### config.mk
export PLATFORM = sky130hd
export DESIGN_NAME = fetch_queue_flat
export DESIGN_NICKNAME = d
export VERILOG_FILES = /design/src/rtl/cpu_pkg.sv /design/src/rtl/fetch_queue_if.sv /design/src/rtl/fetch_queue_mem.sv /design/src/rtl/fetch_queue.sv /design/src/flat_wrapper.sv
export SDC_FILE = /design/constraint.sdc
export NUM_CORES = 1
export LEC_CHECK = 0
export ABC_AREA = 1
export CORE_ASPECT_RATIO = 0.5
export CORE_MARGIN = 2
export CORE_UTILIZATION = 35
export CTS_BUF_LIST = sky130_fd_sc_hd__clkbuf_4
export CTS_CLUSTER_DIAMETER = 60
export DETAILED_ROUTE_END_ITERATION = 8
export PLACE_DENSITY = 0.64
export SLEW_MARGIN = 20
export SYNTH_ARGS = -nofsm -noshare
export SYNTH_HDL_FRONTEND = slang
export SYNTH_SLANG_ARGS = --single-unit
### constraint.sdc
create_clock -name clk -period 6.4 [get_ports clk]
set_input_delay 0.64 -clock clk [delete_from_list [all_inputs] [get_ports clk]]
set_output_delay 0.64 -clock clk [all_outputs]
set_load 0.05 [all_outputs]
### src/rtl/cpu_pkg.sv
// cpu_pkg: shared CPU constants and the fetch entry type used by fetch and decode.
// Contents: NOP_INST (addi x0,x0,0), RESET_PC, fetch_entry_t {pc, inst}.
package cpu_pkg;
    localparam logic [31:0] NOP_INST = 32'h00000013;
    localparam logic [63:0] RESET_PC = 64'h80000000;
    typedef struct packed {
        logic [63:0] pc;
        logic [31:0] inst;
    } fetch_entry_t;
endpackage

### src/rtl/fetch_queue_if.sv
// fetch_queue_if: handshake bundle between fetch, the fetch queue and decode.
// Signals: flush, in_valid/in_ready/in_pc/in_inst (fetch side),
//          out_valid/out_ready/out_pc/out_inst (decode side), count (occupancy).
// Modports: master = fetch/decode/redirect driver, slave = the queue.
interface fetch_queue_if #(
    parameter int DEPTH  = 4,
    parameter int PC_W   = 64,
    parameter int INST_W = 32
);
    localparam int PTR_W = $clog2(DEPTH);
    logic              flush;
    logic              in_valid;
    logic              in_ready;
    logic [PC_W-1:0]   in_pc;
    logic [INST_W-1:0] in_inst;
    logic              out_valid;
    logic              out_ready;
    logic [PC_W-1:0]   out_pc;
    logic [INST_W-1:0] out_inst;
    logic [PTR_W:0]    count;
    modport master (
        output flush, in_valid, in_pc, in_inst, out_ready,
        input  in_ready, out_valid, out_pc, out_inst, count
    );
    modport slave (
        input  flush, in_valid, in_pc, in_inst, out_ready,
        output in_ready, out_valid, out_pc, out_inst, count
    );
endinterface

### src/rtl/fetch_queue_mem.sv
// fetch_queue_mem: DEPTH x fetch_entry_t register array for the fetch queue.
// Ports: clk; we/waddr/wdata synchronous write; raddr/rdata combinational read.
// Contents are not reset.
import cpu_pkg::*;
module fetch_queue_mem #(
    parameter int DEPTH = 4,
    localparam int PTR_W = $clog2(DEPTH)
) (
    input  logic             clk,
    input  logic             we,
    input  logic [PTR_W-1:0] waddr,
    input  fetch_entry_t     wdata,
    input  logic [PTR_W-1:0] raddr,
    output fetch_entry_t     rdata
);
    fetch_entry_t mem [DEPTH];
    always_ff @(posedge clk)
        if (we) mem[waddr] <= wdata;
    assign rdata = mem[raddr];
endmodule

### src/rtl/fetch_queue.sv
// fetch_queue: circular FIFO of {pc, inst} between instruction fetch and decode.
// Ports: clk, rst (sync, active-high); q (fetch_queue_if.slave): flush,
//        in_valid/in_ready/in_pc/in_inst, out_valid/out_ready/out_pc/out_inst, count.
// Optional macro FETCH_QUEUE_BYPASS_EN: an empty queue forwards in_* to out_*
// in the same cycle; otherwise minimum latency is one cycle.
import cpu_pkg::*;
module fetch_queue #(
    parameter int DEPTH  = 4,
    parameter int PC_W   = 64,
    parameter int INST_W = 32,
    localparam int PTR_W = $clog2(DEPTH)
) (
    input logic clk,
    input logic rst,
    fetch_queue_if.slave q
);
    localparam logic [PTR_W:0] FULL = (PTR_W + 1)'(DEPTH);
    logic [PTR_W-1:0] rd_ptr, wr_ptr;
    logic [PTR_W:0]   cnt;
    logic             empty, full, byp, pop, write;
    fetch_entry_t     rdata, wdata;
    assign empty = (cnt == '0);
    assign full  = (cnt == FULL);
`ifdef FETCH_QUEUE_BYPASS_EN
    assign byp = empty & q.in_valid & ~q.flush;
`else
    assign byp = 1'b0;
`endif
    // A bypassed entry consumed the same cycle never touches storage.
    assign write = q.in_valid & ~full & ~(byp & q.out_ready);
    assign pop   = ~empty & q.out_ready;
    assign wdata = '{pc: 64'(q.in_pc), inst: 32'(q.in_inst)};
    assign q.in_ready  = ~full;
    assign q.out_valid = ~empty | byp;
    assign q.count     = cnt;
    assign q.out_pc    = byp ? q.in_pc : empty ? '0 : PC_W'(rdata.pc);
    assign q.out_inst  = byp ? q.in_inst : empty ? INST_W'(NOP_INST) : INST_W'(rdata.inst);
    fetch_queue_mem #(.DEPTH(DEPTH)) u_mem (
        .clk   (clk),
        .we    (write & ~rst & ~q.flush),
        .waddr (wr_ptr),
        .wdata (wdata),
        .raddr (rd_ptr),
        .rdata (rdata)
    );
    always_ff @(posedge clk)
        if (rst || q.flush) begin
            cnt    <= '0;
            rd_ptr <= '0;
            wr_ptr <= '0;
        end else begin
            cnt    <= cnt + {{PTR_W{1'b0}}, write} - {{PTR_W{1'b0}}, pop};
            wr_ptr <= wr_ptr + PTR_W'(write);
            rd_ptr <= rd_ptr + PTR_W'(pop);
        end
endmodule

### src/flat_wrapper.sv
// flat-port wrapper written by rule: the top's interface ports become plain ports
module fetch_queue_flat 
#(
    parameter int DEPTH  = 4,
    parameter int PC_W   = 64,
    parameter int INST_W = 32,
    localparam int PTR_W = $clog2(DEPTH)
)
  (clk, rst, q_flush, q_in_valid, q_in_pc, q_in_inst, q_out_ready, q_in_ready, q_out_valid, q_out_pc, q_out_inst, q_count);
  fetch_queue_if #(.DEPTH(DEPTH), .PC_W(PC_W), .INST_W(INST_W)) q_i ();
  input logic clk;
  input logic rst;
  input wire logic [$bits(q_i.flush)-1:0] q_flush;
  input wire logic [$bits(q_i.in_valid)-1:0] q_in_valid;
  input wire logic [$bits(q_i.in_pc)-1:0] q_in_pc;
  input wire logic [$bits(q_i.in_inst)-1:0] q_in_inst;
  input wire logic [$bits(q_i.out_ready)-1:0] q_out_ready;
  output wire logic [$bits(q_i.in_ready)-1:0] q_in_ready;
  output wire logic [$bits(q_i.out_valid)-1:0] q_out_valid;
  output wire logic [$bits(q_i.out_pc)-1:0] q_out_pc;
  output wire logic [$bits(q_i.out_inst)-1:0] q_out_inst;
  output wire logic [$bits(q_i.count)-1:0] q_count;
  assign q_i.flush = q_flush;
  assign q_i.in_valid = q_in_valid;
  assign q_i.in_pc = q_in_pc;
  assign q_i.in_inst = q_in_inst;
  assign q_i.out_ready = q_out_ready;
  assign q_in_ready = q_i.in_ready;
  assign q_out_valid = q_i.out_valid;
  assign q_out_pc = q_i.out_pc;
  assign q_out_inst = q_i.out_inst;
  assign q_count = q_i.count;
  fetch_queue #(.DEPTH(DEPTH), .PC_W(PC_W), .INST_W(INST_W)) u_core (.clk(clk), .rst(rst), .q(q_i));
endmodule
Word-level counts from Yosys, hierarchy flattened

Memory sizes are Yosys's and may differ from the RTL's. A register that Yosys moved wholly into a read port is not among the register bits.
Cells that the tools add are included.
Widths: inputs -> output; s select.

Add/sub/neg operators: 4
Bitwise logic cells: 8
Reduce and logical (&&, ||, !) cells: 2
Eq/ne operators: 1
Multiplexer cells: 5

Operator list:

| cell               | count |
|---|---|
| $mux 64            | 1 |
| $mux 32            | 1 |
| $add 2x1->2        | 2 |
| $and 1x1->1        | 4 |
| $not 1->1          | 4 |
| $add 3x1->3        | 1 |
| $eq 3x3->1 const B | 1 |
| $logic_not 3->1    | 1 |
| $sub 3x1->3        | 1 |
| $mux 1             | 2 |
| $mux 2             | 1 |
| $logic_or 1x1->1   | 1 |

Input port bits: 101
Register bits: 7
Logic and storage cells: 24
Memories: 1
Output and inout port bits: 101
Bits in writable memories: 384

Memories:

| memory           | depth | bits a word | rd ports | clocked after Yosys merged registers in | write ports | line                  | RTL |
|---|---|---|---|---|---|---|---|
| u_core.u_mem.mem | 4     | 96          | 1        | 1                                       | 1           | fetch_queue_mem.sv:16 | `fetch_entry_t mem [DEPTH];` |

Longest topological paths before layout

Gate-level depths: netlist (run 1).

Word-level depth: 7
Gate-level depth with buffers: 9
Depth with buffers taken out: 9

Hierarchy

From an unflattened synthesis (run 1), not the netlist that was laid out.

Cell total of the unflattened synthesis: 1759
Area, all modules: 17340.4 sq um

By module, submodules not included:

| module          | cells each | times used | area an instance (sq um) | seq. area each (sq um) |
|---|---|---|---|---|
| fetch_queue_mem | 1512       | 1          | 16077.9                  | 11531.1 |
| fetch_queue     | 247        | 1          | 1262.5                   | 140.1 |

Worst setup path before layout (run 1)

Ideal clock, no wire load.

Path type: flip-flop to flip-flop
From: reg u_core.cnt[1] (netlist: u_core.q.count[1])
To: mem u_core.u_mem.mem[0][0] in the netlist's numbering, enable pin
Stages on the path, launching flop included: 5
Clock period less this slack: 5816 ps
Slack: 584 ps
Data arrival time: 5264 ps
Library setup time: 552 ps
Buffers on the path: 0
Data required time: 5848 ps
Cells stage by stage: dfxtp_1 nor2_2 a21boi_0 nand2_1 nor2_1

Cells in the longest elaborated chain, start to end: 7

RTL lines:

| what                         | line                  | RTL |
|---|---|---|
| start, declared              | fetch_queue.sv:19     | `logic [PTR_W:0] cnt;` |
| start signal, assigned       | fetch_queue.sv:52     | `cnt <= cnt + {{PTR_W{1'b0}}, write} - {{PTR_W{1'b0}}, pop};` |
| $eq 3x3->1                   | fetch_queue.sv:23     | `assign full = (cnt == FULL);` |
| $not 1->1                    | fetch_queue.sv:30     | `assign write = q.in_valid & ~full & ~(byp & q.out_ready);` |
| $and 1x1->1                  | fetch_queue.sv:30     |  |
| $and 1x1->1 (2 in a row)     | fetch_queue.sv:40     | `.we (write & ~rst & ~q.flush),` |
| $mux 1                       | fetch_queue_mem.sv:18 | `if (we) mem[waddr] <= wdata;` |
| $mux 1 (implied by the code) | fetch_queue_mem.sv:18 |  |
| end, declared                | fetch_queue_mem.sv:16 |  |

Every way passes these cells.

Worst setup path after layout (run 1)

From: reg u_core.cnt[2] (netlist: u_core.q.count[2])
To: out q_out_pc[44]

Cells in the longest elaborated chain, start to end: 2

RTL lines:

| what            | line               | RTL |
|---|---|---|
| $logic_not 3->1 | fetch_queue.sv:22  | `assign empty = (cnt == '0);` |
| $mux 64         | fetch_queue.sv:36  | `assign q.out_pc = byp ? q.in_pc : empty ? '0 : PC_W'(rdata.pc);` |
| end, declared   | flat_wrapper.sv:20 | `output wire logic [$bits(q_i.out_pc)-1:0] q_out_pc;` |

Every way passes these cells.

==> results of run 1 <==
## Yosys cell counts
cell type / number
buf_4: 20
nand2_1: 25
clkbuf_1: 15
inv_1: 9
a21oi_1: 101
ha_1: 2
a21boi_0: 1
o21ai_1: 101
edfxtp_1: 384
nand2_2: 1
buf_1: 1
inv_2: 3
o21ai_0: 89
nor2_2: 1
nand4_1: 1
nand3_1: 1
nor2_1: 383
buf_6: 4
xnor2_1: 2
clkbuf_2: 13
buf_2: 21
dfxtp_1: 7
fa_1: 1
## where the power goes
group          internal [mW]  leakage [nW]  switching [mW]  total [mW]
clock network          0.958         0.667           0.908        1.87
registers               2.85          3.53          0.0138        2.86
logic                  0.297          2.09           0.680       0.977
## critical path, delay by kind of cell (launching register included)
kind | cells | cell delay [ns]
compound gates | 1 | 0.17
simple gates | 1 | 0.17
flops | 1 | 0.39
buf+inv | 4 | 2.25
## registers in the layout, summed over array words and instances, names as in the netlist
signal / flops
u_core.rd_ptr: 2
u_core.q.count: 3
u_core.wr_ptr: 2
u_core.u_mem.mem: 384
## per-layer routing
metal	global-route usage (%)	part of all wire, %	vias to the layer above
li1	-	-	4750
met1	17.5	39	4714
met2	28.9	55	207
met3	2.82	3.3	54
met4	6.90	2.6	0
met5	0	0	-
## worst min path at each step
stage	startpoint	to	slack (ns)	cells after the start
finish	q_in_pc[51]	u_core.u_mem.mem[1][83]	0.56	1
global route	q_in_pc[52]	u_core.u_mem.mem[0][84]	0.50	1
CTS	q_in_pc[51]	u_core.u_mem.mem[1][83]	0.49	1
detailed placement	u_core.wr_ptr[1]	u_core.wr_ptr[1]	0.55	2
global placement	u_core.wr_ptr[1]	u_core.wr_ptr[1]	0.55	2
floorplan	u_core.wr_ptr[1]	u_core.wr_ptr[1]	0.52	2
## layout make-up
type,count,area (µm²)
inverters,12,50.0
flip-flops and latches,391,11700
fillers,3881,23600
well taps,577,722
clock buffers,135,1010
repair buffers,219,2150
diodes,2,5.00
clock inverters,19,72.6
multi-input cells,709,3110
## cells by family after synthesis
kind of cell,after synthesis,synth area share (%)
simple gates,412,10.2
flops,391,76.7
compound gates,292,9.62
buf+inv,86,3.09
fa+ha+maj,3,0.296
xor+xnor,2,0.115
==> flow_summary.toml, run 1 <==
[worst_setup_path]
reg2reg_from = "u_core.q.count[1]"
rrSetupSlack_ns = 3.45
endpoint = "q_out_pc[44]"
r2r_cells = 5
r2r_end = "u_core.u_mem.mem[2][28]"
worstPathRequired_ns = 5.76
critPathLaunchType = "register"
slowest_delay_ns = 0.84
end_kind = "primary output"
critical_path_class = "register to primary output"
crit_chain = "inv_1, nand2_2, clkinv_2, buf_4, a21oi_1, clkdlybuf4s50_1"
critPathMaxFanout = 51
startpoint = "u_core.q.count[2]"
critPathSlowestCell = "clkdlybuf4s50_1"
cp_data_arrival_time_ns = 3.71

[placement]
dpl_cell_area_mm2 = 0.0177
place_inst = 1908
dp_hpwl_um = 20800
gp_congestion = 0.785
pre_cts_ws_ns = 2.74
io_buffer_count = 201

[clock_tree]
cts_max_level = 3
cts_setup_buffers = 0
hold_buffers = 0
clock_latency_ns = 0.72
clock_path_buffers = 3
cts_buffers = 93
clk_pin_slew_ns = 0.07
cts_resized = 0
clock_sinks = 391
clockRootBuffer = "clkbuf_4"
cts_tree = "built"

[cells_and_area]
mostFrequentLayoutCell = "edfxtp_1"
layout.cells.non_filler = 2064
nets = 1530
design_area_mm2 = 0.0188
layout_common_cells = "edfxtp_1 (384), nor2_1 (379), clkdlybuf4s50_1 (201), clkbuf_4 (135)"
drive_gt1_share_pct = 11.4
areaGrowthSynthToFinish_pct = 23.5
final_core_util_pct = 44.3

[global_route]
grt_max_degree = 95
grt_pass1_wl_um = 53400
antenna_found_initial = 1
overflow = 0
grt_pass1_vias = 9434
grt_use_total_pct = 15.5

[timing]
hold_slack_ns = 0.561
fin_worst_skew_ns = 0.0387
rsz0062_at_grt = "no"
slew_headroom_pct = 30.7
setup_viol = 0
fin_ws_ns = 2.05
hold_viol_final = 0
slew_viol_final = 0
finalCritPeriodShare_pct = 68.0
fmax_mhz = 230
tns_ns = 0
worstMarginPinSlew_ns = 1.04
period_minus_slack_ns = 4.35

[logic_synthesis]
ys_warn_count = 0
synth_seq_cells = 391
yosysUniqueCellTypes = 23
syn_nets = 1290
postSynthCellCount = 1186
synth_area_leader_cell = "edfxtp_1"
syn_avg_cell_area_um2 = 12.8
synth.area.top_cells = "edfxtp_1 (76%), nor2_1 (9.4%), a21oi_1 (3.3%)"
ys_seq_area_share_pct = 76.7
syn_area_mm2 = 0.0152
synth_top_area_share_pct = 75.7

[route]
first_pass_iters = 6
drc = 0
vias = 9725
wl_um = 36200
post_drt_wl_per_cell_um = 17.5
drtIter0Drc = 570
viasPerCell = 4.71
ant_nets = 0

[floorplanning]
core_area_mm2 = 0.0424
start_util_pct = 35.9
die-area_mm2 = 0.0453
die_w_um = 299
pin_count = 202
die_h_um = 151
rows = 53

[power_and_ir_drop]
p_leak_nw = 6.28
report.power.total_mw = 5.70
powerDensity_mw_per_mm2 = 303
irDropWorstVdd_uv = 112

[flow_run]
cap_violations = 0

[min_path]
hold_path_class = "primary input to register"

[run_status]
status = "complete, no violations"
No activity file was read; power rests on OpenSTA's default activity.
==> inputs of run 2 (changes only) <==
--- a/config.mk
+++ b/config.mk
@@ -12,7 +12,7 @@
 export CTS_BUF_LIST = sky130_fd_sc_hd__clkbuf_4
 export CTS_CLUSTER_DIAMETER = 60
 export DETAILED_ROUTE_END_ITERATION = 8
-export PLACE_DENSITY = 0.64
+export PLACE_DENSITY = 0.66
 export SLEW_MARGIN = 20
 export SYNTH_ARGS = -nofsm -noshare
 export SYNTH_HDL_FRONTEND = slang
==> constraint.sdc (replaced) <==
create_clock -name clk -period 3.5 [get_ports clk]
set_input_delay 0.35 -clock clk [delete_from_list [all_inputs] [get_ports clk]]
set_output_delay 0.35 -clock clk [all_outputs]
set_load 0.05 [all_outputs]
==> flow_summary.toml, run 2 (synthesized netlist as in run 1, its figures left out) <==
[timing]
finalCritPeriodShare_pct = 92.5
setup_viol = 0
slew_viol_final = 0
fin_worst_skew_ns = 0.0280
hold_viol_final = 0
fmax_mhz = 309
worstMarginPinSlew_ns = 0.960
fin_ws_ns = 0.261
slew_headroom_pct = 36.0
rsz0062_at_grt = "no"
period_minus_slack_ns = 3.24

[clock_tree]
cts_max_level = 3
cts_resized = 0
cts_tree = "built"
hold_buffers = 0
clk_pin_slew_ns = 0.06
clockRootBuffer = "clkbuf_4"
cts_setup_buffers = 0
clock_sinks = 391
clock_path_buffers = 3
cts_buffers = 90
clock_latency_ns = 0.72

[worst_setup_path]
critPathMaxFanout = 57
cp_data_arrival_time_ns = 2.89
critical_path_class = "register to primary output"
reg2reg_from = "u_core.q.count[1]"
worstPathRequired_ns = 3.15
end_kind = "primary output"
startpoint = "u_core.rd_ptr[1]"
critPathLaunchType = "register"

[route]
post_drt_wl_per_cell_um = 17.2
wl_um = 35500
drc = 0
viasPerCell = 4.77
first_pass_iters = 5
drtIter0Drc = 626
vias = 9865
ant_nets = 0

[global_route]
grt_max_degree = 95
grt_pass1_vias = 9818
grt_use_total_pct = 15.3
antenna_found_initial = 2
grt_pass1_wl_um = 53300
overflow = 0

[placement]
gp_congestion = 0.757
io_buffer_count = 201
dp_hpwl_um = 20200
pre_cts_ws_ns = 0.812

[floorplanning]
rows = 53
start_util_pct = 35.9
die-area_mm2 = 0.0453
pin_count = 202
core_area_mm2 = 0.0424
die_w_um = 299
die_h_um = 151

[cells_and_area]
mostFrequentLayoutCell = "edfxtp_1"
areaGrowthSynthToFinish_pct = 30.9
regMostFlops = "u_core.u_mem.mem"
layout_common_cells = "edfxtp_1 (384), nor2_1 (379), clkbuf_4 (137), clkdlybuf4s50_1 (105), buf_12 (103)"
drive_gt1_share_pct = 18.1
nets = 1529
largest_reg_flops = 384

[flow_run]
cap_violations = 0

[power_and_ir_drop]
report.power.total_mw = 11.1
irDropWorstVdd_uv = 275
powerDensity_mw_per_mm2 = 557
p_leak_nw = 6.82

[run_status]
status = "complete, no violations"

[min_path]
worstHoldStart = "q_in_pc[14]"
hold_path_class = "primary input to register"
==> run 2: worst paths after layout <==
path | end | slack [ns] | cells past startpoint
setup / recovery | q_out_inst[1] | 0.26 | 5
setup reg to reg | u_core.u_mem.mem[1][24] | 1.12 | 5
hold reg to reg | u_core.wr_ptr[1] | 0.56 | 2
hold / removal | u_core.u_mem.mem[0][46] | 0.26 | 1
==> run 2: final cells by class <==
cell class	count	area, µm²
Fill cell	3678	22500
Sequential cell	391	11700
Multi-Input combinational cell	709	3110
Tap cell	577	722
Timing Repair Buffer	221	3210
Clock inverter	19	124
Inverter	12	50.0
Clock buffer	137	1030
Antenna cell	2	5.00
==> run 2: critical path, stage by stage (launching register included) <==
cell and delay [ns]:
dfxtp_4 0.72, buf_4 0.70, nand2_1 0.12, a21oi_1 0.13, o21ai_0 0.23, buf_12 0.23
==> run 2: metal layers <==
| metal | part of all wire, % | vias to the layer above | track usage, % | wire [µm] |
|---|---|---|---|---|
| met5 | 0 | - | 0 | 0 |
| met4 | 2.3 | 0 | 6.10 | 813 |
| met3 | 4.4 | 54 | 3.09 | 1560 |
| met2 | 55 | 241 | 28.9 | 19600 |
| met1 | 38 | 4834 | 17.1 | 13500 |
| li1 | - | 4736 | - | - |
==> run 2: stage by stage <==
| stage | std cells | TNS (ns) | util (%) | hold WS, ns | cell area (µm²) |
|---|---|---|---|---|---|
| floorplan | 1186 | -288.59 | - | 0.449 | 15200 |
| global placement | 1910 | 0 | 44.2 | 0.554 | 18800 |
| CTS | 2066 | 0 | 46.9 | 0.202 | 19900 |
| detailed placement | 1910 | 0 | 44.2 | 0.545 | 18800 |
| finish | 2068 | 0 | 47.0 | 0.256 | 19900 |
| global route | 2068 | 0 | 47.0 | 0.214 | 19900 |
==> run 2: where the power goes <==
group,switching (mW),total [mW],internal (mW)
logic,1.37,2.30,0.926
registers,0.0267,5.23,5.20
clock network,1.66,3.58,1.92
==> inputs of run 3 (changes only) <==
--- a/config.mk
+++ b/config.mk
@@ -6,6 +6,7 @@
 export NUM_CORES = 1
 export LEC_CHECK = 0
 export ABC_AREA = 1
+export ABC_CLOCK_PERIOD_IN_PS = 3500
 export CORE_ASPECT_RATIO = 0.5
 export CORE_MARGIN = 2
 export CORE_UTILIZATION = 35
==> results of run 3 <==
The final DEF is identical to that of run 2; final timing and power are the same.
==> RTL edit: new RTL, flow settings as in run 3 <==
Build with the macro `FETCH_QUEUE_BYPASS_EN` defined.
--- a/src/rtl/fetch_queue.sv
+++ b/src/rtl/fetch_queue.sv
@@ -4,4 +4,6 @@
 // Optional macro FETCH_QUEUE_BYPASS_EN: an empty queue forwards in_* to out_*
 // in the same cycle; otherwise minimum latency is one cycle.
+`define FETCH_QUEUE_BYPASS_EN
+
 import cpu_pkg::*;
 module fetch_queue #(
Formal check against the unedited RTL: not equivalent (a bounded check fails within 4 cycles, from zero or initial values).
==> RTL edit against run 3 <==
  * Sequential cell count is the same
  * Via count grew 14%
  * Critical path depth grew 1
  * Area after synthesis grew 6.5%
  * Power grew 5.8%
  * Design area grew 4.9%
  * Wire length grew 12%
  * Worst setup slack gained 0.27 ns
  * Largest power group unchanged
==> RTL edit: results (changes against run 3) <==
[route]
dr_wl_met3_um = 1690  ; was 1560 µm
wl_met2_um = 21700  ; was 19600 µm
vias = 11251  ; was 9865
drc_errors = 0  ; unchanged
first_pass_iters = 5  ; unchanged
wl_met1_um = 15500  ; was 13500 µm
drtIter0Drc = 837  ; was 626
drt_wl_total_um = 39900  ; was 35500 µm

[synth]
yosysWarnings = 0  ; unchanged
netlist_top_cells_area = edfxtp_1 (71%), nand3_1 (12%), nand2_1 (11%)  ; was edfxtp_1 (76%), nor2_1 (9.4%), a21oi_1 (3.3%)
synth_cell_type_count = 24  ; was 23
syn_nets = 1520  ; was 1290
synth_seq_area_share = 0.720  ; was 0.767
synthTopCellsByCount = nand2_1 (486), edfxtp_1 (384), nand3_1 (379), buf_2 (59), inv_1 (24)  ; was edfxtp_1 (384), nor2_1 (383), a21oi_1 (101), o21ai_1 (101), o21ai_0 (89)

[critical_path]
crit_family = buffers and inverters  ; unchanged
critical_path.max_stage_delay_ns = 0.51  ; was 0.72 ns
rrSetupSlack_ns = 1.17  ; was 1.12 ns
r2r_end = u_core.q.count[2]$_SDFF_PP0_  ; was u_core.u_mem.mem[1][24]$_DFFE_PP_
worst_path_max_delay_cell = clkinv_2  ; was dfxtp_4
cp.arrival_ns = 2.62  ; was 2.89 ns
rr_worst_depth = 11  ; was 5
crit_path_end = q_out_pc[57]  ; was q_out_inst[1]
path_max_fanout = 45  ; was 57

[layout]
buf_share = 0.156  ; was 0.161
nMultiInputCombCells = 904  ; was 709
n_all_inverters = 26  ; was 12
nNonClkBuffers = 223  ; was 221
fill_cells = 4045  ; was 3678
drive_gt1_frac = 0.158  ; was 0.181
fin_nets = 1742  ; was 1529
num-clock-buffers = 135  ; was 137
clk_share = 0.0505  ; was 0.0578
multi_input_area_um2 = 4010  ; was 3110 µm²

[hold_path]
hold_path_end = u_core.u_mem.mem[1][93]$_DFFE_PP_  ; was u_core.u_mem.mem[0][46]$_DFFE_PP_
hp-start = q_in_pc[61]  ; was q_in_pc[14]
hp-class = primary input to flip-flop  ; unchanged

[power]
peakVddDrop_uv = 194  ; was 275 µV
p_leak_nw = 7.74  ; was 6.82 nW
switching_share = 0.304  ; was 0.275

[global_routing]
grt_first_pass_wirelength_um = 60500  ; was 53300 µm
grt_max_degree = 194  ; was 95
grt_use_total = 0.163  ; was 0.153

[placed_design]
preCtsSetupSlack_ns = 0.824  ; was 0.812 ns
portBuffers = 201  ; unchanged
gp_congestion = 0.752  ; was 0.757
hpwl_um = 22200  ; was 20200 µm

[sta]
fin_crit_sh = 0.850  ; was 0.925
slew_headroom = 0.344  ; was 0.360
finalClockSkew_ns = 0.0202  ; was 0.0280 ns

[cts]
clock-sinks = 391  ; unchanged

[outcome]
status = finished clean  ; unchanged

-- RTL edit: worst register-to-register path: stages, from the launching register on --
cell     delay [ns]
dfxtp_1        0.38
nor2_4         0.20
nand2_4        0.09
inv_4          0.27
nor2_1         0.12
ha_1           0.28
inv_1          0.05
ha_1           0.13
inv_1          0.05
fa_1           0.41
o21ai_0        0.19
a21oi_1        0.06
-- RTL edit: kinds of logic after synthesis --
group	count (synthesis)	synth area share
xor+xnor	2	0.00108
fa+ha+maj	5	0.00432
buf+inv	119	0.0353
flops	391	0.720
simple gates	893	0.238
compound gates	4	0.00123
-- RTL edit: power by group through the flow --
stage	clock, mW	combinational, mW	sequential [mW]
floorplan	0	1.58	5.35
global placement	0	3.15	5.33
detailed placement	0	3.16	5.33
CTS	3.48	3.17	5.23
global route	3.72	3.28	5.23
finish	3.40	3.13	5.23
-- RTL edit: per-stage QoR --
stage | TNS [ns] | area, µm² | util | hold WS (ns) | instances
final | 0 | 20900 | 0.459 | 0.306 | 2319
after global routing | 0 | 20900 | 0.459 | 0.249 | 2319
after CTS | 0 | 20900 | 0.459 | 0.231 | 2317
after detailed placement | 0 | 19800 | 0.436 | 0.545 | 2171
after global placement | 0 | 19800 | 0.436 | 0.548 | 2171
after floorplan | -265.48 | 16200 | - | 0.449 | 1414
-- RTL edit: routing by layer --
| metal | up-vias | global-route usage |
|---|---|---|
| met3 | 68 | 0.0273 |
| li1 | 5450 | - |
| met2 | 263 | 0.303 |
| met1 | 5470 | 0.188 |
| met4 | 0 | 0.0636 |
| met5 | - | 0 |
